[src/rtl/rx_bit_sequencer.sv]
// ---------------------------------------------------------------------------
// rx_bit_sequencer
//
// Receive-side bit sequencer for the UART RX core. Synchronises the serial
// line, times every bit with a 16x oversampling counter advanced by the baud
// tick, and resolves each start, data, parity and stop bit by a 2-of-3
// majority vote over the three samples taken just before the acquisition
// point.
//
// Parameters
//   DATA_BITS        data bits per frame (5..8)
//   ACQSITION_POINT  counter value at which a bit is resolved
//   STOP_EXIT_POINT  counter value in STOPBIT at which the block goes IDLE
//
// Ports
//   clk               system clock
//   rst               asynchronous reset, active low
//   rx_i              raw serial line (asynchronous, idles high)
//   p_BaudSig_i       16x-baud enable, one clk wide per tick
//   p_ParityEnable_i  frame carries a parity bit
//   State_o           one-hot receive state
//   BitWidthCnt_o     oversample position within the current bit
//   Bit_o             last resolved data/parity bit
//   Bit_Synch_o       one-clk strobe: Bit_o has just been updated
//   p_FrameError_o    stop bit resolved low in the current/last frame
//   p_FalseStart_o    one-clk pulse: start bit rejected
// ---------------------------------------------------------------------------
module rx_bit_sequencer #(
    parameter int         DATA_BITS       = 8,
    parameter logic [3:0] ACQSITION_POINT = 4'd7,
    parameter logic [3:0] STOP_EXIT_POINT = 4'd11
) (
    input  logic       clk,
    input  logic       rst,
    input  logic       rx_i,
    input  logic       p_BaudSig_i,
    input  logic       p_ParityEnable_i,
    output logic [4:0] State_o,
    output logic [3:0] BitWidthCnt_o,
    output logic       Bit_o,
    output logic       Bit_Synch_o,
    output logic       p_FrameError_o,
    output logic       p_FalseStart_o
);

    typedef enum logic [4:0] {
        IDLE      = 5'b00001,
        STARTBIT  = 5'b00010,
        DATABITS  = 5'b00100,
        PARITYBIT = 5'b01000,
        STOPBIT   = 5'b10000
    } rx_state_t;

    // The two early votes are taken on the two ticks preceding the
    // acquisition tick; the third vote is the live synchronised line.
    localparam logic [3:0] SAMPLE_A = ACQSITION_POINT - 4'd2;
    localparam logic [3:0] SAMPLE_B = ACQSITION_POINT - 4'd1;
    localparam logic [3:0] CNT_LAST = 4'd15;
    localparam logic [2:0] LAST_IDX = 3'(DATA_BITS - 1);

    rx_state_t  state;
    logic [3:0] cnt;
    logic [2:0] bit_idx;
    logic       sample_a;
    logic       sample_b;
    logic       rx_meta;
    logic       rx_s;
    logic       majority;

    // Two-flop synchroniser; resets to the idle line level so no false
    // start is seen coming out of reset.
    // NOTE: sequential state is always assigned with <= so every flop samples
    // the pre-edge value of every other flop, independent of statement order.
    always_ff @(posedge clk or negedge rst) begin
        if (!rst) begin
            rx_meta <= 1'b1;
            rx_s    <= 1'b1;
        end else begin
            rx_meta <= rx_i;
            rx_s    <= rx_meta;
        end
    end

    assign majority = (sample_a & sample_b) | (sample_a & rx_s) | (sample_b & rx_s);

    always_ff @(posedge clk or negedge rst) begin
        if (!rst) begin
            state          <= IDLE;
            cnt            <= 4'd0;
            bit_idx        <= 3'd0;
            sample_a       <= 1'b1;
            sample_b       <= 1'b1;
            Bit_o          <= 1'b1;
            Bit_Synch_o    <= 1'b0;
            p_FrameError_o <= 1'b0;
            p_FalseStart_o <= 1'b0;
        end else begin
            // NOTE: the strobes default low on every clk, not every tick, so
            // they stay one clk wide even when p_BaudSig_i is held high.
            Bit_Synch_o    <= 1'b0;
            p_FalseStart_o <= 1'b0;

            if (p_BaudSig_i) begin
                if (state != IDLE) begin
                    if (cnt == SAMPLE_A) sample_a <= rx_s;
                    if (cnt == SAMPLE_B) sample_b <= rx_s;
                end

                unique case (state)
                    IDLE: begin
                        cnt <= 4'd0;
                        if (!rx_s) begin
                            state          <= STARTBIT;
                            p_FrameError_o <= 1'b0;
                        end
                    end

                    STARTBIT: begin
                        if (cnt == ACQSITION_POINT && majority) begin
                            state          <= IDLE;
                            cnt            <= 4'd0;
                            p_FalseStart_o <= 1'b1;
                        end else if (cnt == CNT_LAST) begin
                            state   <= DATABITS;
                            cnt     <= 4'd0;
                            bit_idx <= 3'd0;
                        end else begin
                            cnt <= cnt + 4'd1;
                        end
                    end

                    DATABITS: begin
                        // 15 + 1 wraps to 0, which is also the start of the
                        // next bit, so the counter needs no special case here.
                        cnt <= cnt + 4'd1;
                        if (cnt == ACQSITION_POINT) begin
                            Bit_o       <= majority;
                            Bit_Synch_o <= 1'b1;
                        end
                        if (cnt == CNT_LAST) begin
                            if (bit_idx != LAST_IDX) begin
                                bit_idx <= bit_idx + 3'd1;
                            end else if (p_ParityEnable_i) begin
                                state <= PARITYBIT;
                            end else begin
                                state <= STOPBIT;
                            end
                        end
                    end

                    PARITYBIT: begin
                        cnt <= cnt + 4'd1;
                        if (cnt == ACQSITION_POINT) begin
                            Bit_o       <= majority;
                            Bit_Synch_o <= 1'b1;
                        end
                        if (cnt == CNT_LAST) state <= STOPBIT;
                    end

                    STOPBIT: begin
                        // The stop bit is judged but not strobed downstream.
                        if (cnt == ACQSITION_POINT && !majority) p_FrameError_o <= 1'b1;
                        // Leaving before the end of the stop bit gives a fast
                        // transmitter's next start edge room to be caught.
                        if (cnt == STOP_EXIT_POINT) begin
                            state <= IDLE;
                            cnt   <= 4'd0;
                        end else begin
                            cnt <= cnt + 4'd1;
                        end
                    end

                    default: begin
                        state <= IDLE;
                        cnt   <= 4'd0;
                    end
                endcase
            end
        end
    end

    assign State_o       = state;
    assign BitWidthCnt_o = cnt;

endmodule

[config.mk]
export PLATFORM = sky130hd
export DESIGN_NAME = rx_bit_sequencer
export DESIGN_NICKNAME = d
export VERILOG_FILES = /design/src/rtl/rx_bit_sequencer.sv
export SDC_FILE = /design/constraint.sdc
export NUM_CORES = 1
export LEC_CHECK = 0
export CORE_MARGIN = 2
export CORE_UTILIZATION = 30
export DETAILED_ROUTE_END_ITERATION = 10
export PLACE_DENSITY_LB_ADDON = 0.1
export SYNTH_ARGS = -nofsm -noshare
export SYNTH_HDL_FRONTEND = slang
export SYNTH_SLANG_ARGS = --single-unit
[constraint.sdc]
create_clock -name clk -period 3.1 [get_ports clk]
set_input_delay 0.775 -clock clk [delete_from_list [all_inputs] [get_ports clk]]
set_output_delay 0.775 -clock clk [all_outputs]
set_load 0.01 [all_outputs]
==> run summary, run 1 <==
crit-path max FO: 8
Max Cap Violations: 0
clock slew at reported path FFs: 0.12 ns
sequential element share of the synthesized area: 46.3%
Core Util, Final: 39.6%
YS warnings: 0
share of cells above drive strength 1: 19.0%
most frequent cells in the layout: clkdlybuf4s50_1 (17), dfrtp_1 (14), nand2_1 (12), inv_1 (9), dfstp_2 (6)
top cell type by total area after synthesis: dfrtp_1
Final ANT Viol Nets: 0
outcome: finished, final reports clean
Setup WS pre-CTS: 0.608 ns
mapped cell area: 1100 um^2
TritonCTS Buffers: 3
drt first-iter violations: 72
wire length per cell: 12.6 um
Final nets: 137
gpl congestion: 0.747
first-pass GRT wire length: 3660 um
VDD IR-drop max: 0.000211 V
1st-pass router iterations: 4
depth of the most critical reg-to-reg path: 5
Resize count post-CTS: 0
Yosys cell types: 35
ant diodes: 0
pwr dens: 532 nW/um^2
R2R Path Start: State_o[2]
placed instance count: 168
cells taking the most area after synthesis: dfrtp_1 (32%), dfstp_2 (14%), ha_1 (5.7%), mux2_2 (4.1%), nand2_1 (4.1%)
grt ovf: 0
CTS tree: done
Hold Vio Cnt, Final: 0
Final Max Tran Viols: 0
setup TNS: 0 ns
multi-input logic area: 539 um^2
initial cell density of the core: 32.1%
highest metal used: met4
Max clock buf depth: 2
Setup Skew: 0.00252 ns
flip-flop and latch area: 508 um^2
GRT Resource Usage Total: 11.5%
Pleak: 0.000569 uW
setup bufs post-CTS: 0
row cnt: 21
worst hold margin: 0.364 ns
Slew headroom: 55.2%
HP Start: rx_meta
Fill cells: 359
Reg-to-Reg End: sample_b
fin crit share: 72.9%
CP top delay family: flip-flops
met2 wire length: 1020 um
Post-Synthesis Cells: 106
worst skew pair latency: 0.30 ns
CP required: 2.32 ns
I/O pin cnt: 18
die width: 64.4 um
critical path endpoint category: primary output
RSZ-0062 raised after global routing: false
Non-Filler Instances: 172
DRC: 0
P&R area growth vs syn: 23.4%
f_max: 442 MHz
vias in the first global route: 798
Cell Chain, Critical Path: clkdlybuf4s50_1
top cell type's share of synthesized area: 32.0%
Hold Path Sink: rx_s
synthesized flop and latch total: 20
hold_buf cts: 0
crit path time final: 2.26 ns
largest net degree at the start of global routing: 21
initial antenna violation count: 0
HP Class: register to register
Routed WL: 2170 um
Clock Sinks: 20
Via density: 4.85
die area: 4150 um^2
Tightest Pin Transition: 0.671 ns
Avg Cell Area, Syn: 10.3 um^2
PortBufs: 17
Crit Path Class: register to primary output
Register-to-Register Setup Slack: 0.92 ns
Hold Path Cell Cnt: 0
crit-path max cell delay: 0.63 ns
total core area: 3420 um^2
HPWL after DPL: 1600 um
WP data arrival: 1.49 ns
DR vias: 835
die height: 64.4 um
Buf+Inv Stages, Crit Path: 1
clock root cell: clkbuf_4
slowest stage cell, crit path: dfstp_2
Worst setup SP type: register
wl on met1: 1060 um
final setup vio count: 0
Syn Nets: 116
final worst slack: 0.840 ns
H-tree Lvls: 1
most common cell after layout, fill and taps aside: clkdlybuf4s50_1
met3 wire length: 82 um
## registers in the layout (all words and copies together) (netlist names)
| name | count |
|---|---|
| p_FrameError_o | 1 |
| rx_s | 1 |
| sample_a | 1 |
| BitWidthCnt_o | 4 |
| State_o | 5 |
| bit_idx | 3 |
| p_FalseStart_o | 1 |
| Bit_o | 1 |
| sample_b | 1 |
| rx_meta | 1 |
| Bit_Synch_o | 1 |
## routing by layer
layer / GRT usage (%) / up-vias
li1: - / 411
met1: 15.4 / 403
met3: 2.43 / 2
met2: 17.6 / 19
met4: 5.59 / 0
met5: 0 / -
## final cells by class
| cell class | instances | area share (%) |
|---|---|---|
| Sequential cell | 20 | 37.6 |
| Multi-Input combinational cell | 75 | 39.9 |
| Timing Repair Buffer | 18 | 13.1 |
| Inverter | 9 | 2.50 |
| Tap cell | 46 | 4.26 |
| Clock buffer | 4 | 2.68 |
## Yosys cell counts (all sizes together)
master  instances
a31oi           1
nand4           2
buf             1
clkbuf          1
o31a            1
nor3b           3
nand2b          1
inv             9
dfrtp          14
xor2            1
or3             1
o21a            1
nor2b           1
dfstp           6
mux2            6
or3b            1
maj3            1
nand3           5
nor2            5
o22ai           2
ha              5
mux2i           4
nand2          12
a21oi           5
and4            1
nor3            3
nand3b          3
nor4            1
o21ai           5
and3            3
o211a           1
## stage by stage
stage	power, uW	instance area, um^2
after floorplan	480	1100
after global placement	569	1320
after global routing	770	1350
final	720	1350
after detailed placement	569	1320
after CTS	728	1350
## power by group
group,switching (uW),leakage (uW),internal [uW]
combinational,106,0.000303,127
sequential,40.5,0.000246,290
clock,84.1,0.0000210,71.6
## cell families (layout without fill, tap and decap cells)
group / count (synthesis) / count (layout) / share of synthesized area, %
AOI/OAI and AO/OA: 16 / 16 / 9.70
xor gates and xnor gates: 1 / 1 / 0.799
adders and majority gates: 6 / 6 / 6.62
buffers and inverters: 11 / 31 / 4.45
DFF: 20 / 20 / 46.3
muxes: 10 / 10 / 10.5
and+or+nand+nor: 42 / 42 / 21.6
## worst max path at each step
stage	start	depth (start not counted)	to
floorplan	State_o[2]	6	State_o[1]
global placement	p_BaudSig_i	5	State_o[1]
detailed placement	p_BaudSig_i	5	State_o[1]
CTS	State_o[0]	1	State_o[0]
global route	State_o[0]	1	State_o[0]
finish	State_o[0]	1	State_o[0]
(Power assumes the default switching activity.)
==> inputs of run 2 (changes only) <==
Clock period 3.1 ns to 2 ns, I/O delays scaled along.
==> run summary, run 2 (synthesis gave the netlist of run 1 again) <==
outcome: finished, final reports clean
Pleak: 0.000653 uW
critical path endpoint category: primary output
Cell Chain, Critical Path: clkdlybuf4s50_1
initial antenna violation count: 0
hold_buf cts: 0
setup TNS: 0 ns
f_max: 518 MHz
worst skew pair latency: 0.30 ns
RSZ-0062 raised after global routing: false
Max clock buf depth: 2
crit-path max cell delay: 0.60 ns
share of cells above drive strength 1: 26.4%
slowest stage cell, crit path: clkdlybuf4s50_1
gpl congestion: 0.803
total core area: 3420 um^2
clock root cell: clkbuf_4
Slew headroom: 75.9%
Routed WL: 2390 um
CP top delay family: buffers and inverters
most common cell after layout, fill and taps aside: clkdlybuf4s50_1
Setup Skew: 0.0126 ns
first-pass GRT wire length: 4010 um
drt first-iter violations: 31
flip-flop and latch area: 508 um^2
clock slew at reported path FFs: 0.12 ns
TritonCTS Buffers: 3
HP Class: register to register
DRC: 0
Fill cells: 337
most frequent cells in the layout: clkdlybuf4s50_1 (16), buf_4 (15), dfrtp_1 (14), nand2_1 (12), inv_1 (9)
HPWL after DPL: 1830 um
die height: 64.4 um
P&R area growth vs syn: 32.3%
Clock Sinks: 20
CP required: 1.50 ns
1st-pass router iterations: 4
I/O pin cnt: 18
H-tree Lvls: 1
Buf+Inv Stages, Crit Path: 1
crit path time final: 1.93 ns
WP data arrival: 1.43 ns
PortBufs: 17
vias in the first global route: 852
multi-input logic area: 539 um^2
Crit Path Class: register to primary output
crit-path max FO: 9
grt ovf: 0
largest net degree at the start of global routing: 21
pwr dens: 806 nW/um^2
Final Max Tran Viols: 0
fin crit share: 96.5%
max FFs per register: 5
VDD IR-drop max: 0.000370 V
wire length per cell: 12.8 um
DR vias: 871
CTS tree: done
Hold Vio Cnt, Final: 0
Via density: 4.68
Max Cap Violations: 0
Tightest Pin Transition: 0.358 ns
die width: 64.4 um
GRT Resource Usage Total: 12.5%
ant diodes: 0
row cnt: 21
die area: 4150 um^2
worst hold margin: 0.365 ns
Final ANT Viol Nets: 0
final setup vio count: 0
Final nets: 151
initial cell density of the core: 32.1%
Worst setup SP type: register
run 2: worst paths after layout:
path                                   from                to  slack (ns)  depth (start not counted)
hold reg to reg                     rx_meta              rx_s        0.37                          0
max in group asynchronous               rst           rx_meta        1.20                          2
min in group asynchronous               rst  BitWidthCnt_o[2]        0.52                          2
setup / recovery           BitWidthCnt_o[2]  BitWidthCnt_o[2]        0.07                          1
setup reg to reg                 State_o[2]        State_o[1]        0.13                          5
hold / removal                      rx_meta              rx_s        0.37                          0
run 2: area by class of cell:
cell class,instances,area share [%]
Tap cell,46,3.97
Multi-Input combinational cell,75,37.2
Timing Repair Buffer,32,19.7
Sequential cell,20,35.0
Clock buffer,4,1.81
Inverter,9,2.33
run 2: layer usage:
metal  up-vias  wire length, um  GRT usage [%]
li1        439                -              -
met5         -                0              0
met3         4              113           3.30
met2        19             1120           20.2
met1       409             1130           16.6
met4         0               25           3.19
run 2: through the flow:
step,total power [uW],worst slack [ns],area [um^2],instances,utilization (%)
3_5_place_dp,945,0.0302,1410,180,41.2
6_report,1170,0.0704,1450,186,42.5
2_1_floorplan,743,0.0713,1100,106,-
5_1_grt,1250,0.00324,1450,186,42.5
4_1_cts,1160,0.00579,1430,184,41.9
3_3_place_gp,939,0.0639,1410,180,41.2
run 2: timing repair:
action	in CTS	in global routing
resized for setup	0	1
buffers inserted	0	2
setup endpoints to repair	0	2
run 2: where the power goes:
| part | internal (uW) | switching, uW |
|---|---|---|
| sequential | 449 | 23.9 |
| combinational | 272 | 223 |
| clock | 77.7 | 124 |
| total | 799 | 371 |
run 2: worst register-to-register path: stages (launching register included):
cell     delay (ns)
dfrtp_1        0.43
or3_4          0.40
o31a_1         0.29
and4_4         0.21
o21a_4         0.14
mux2_4         0.30
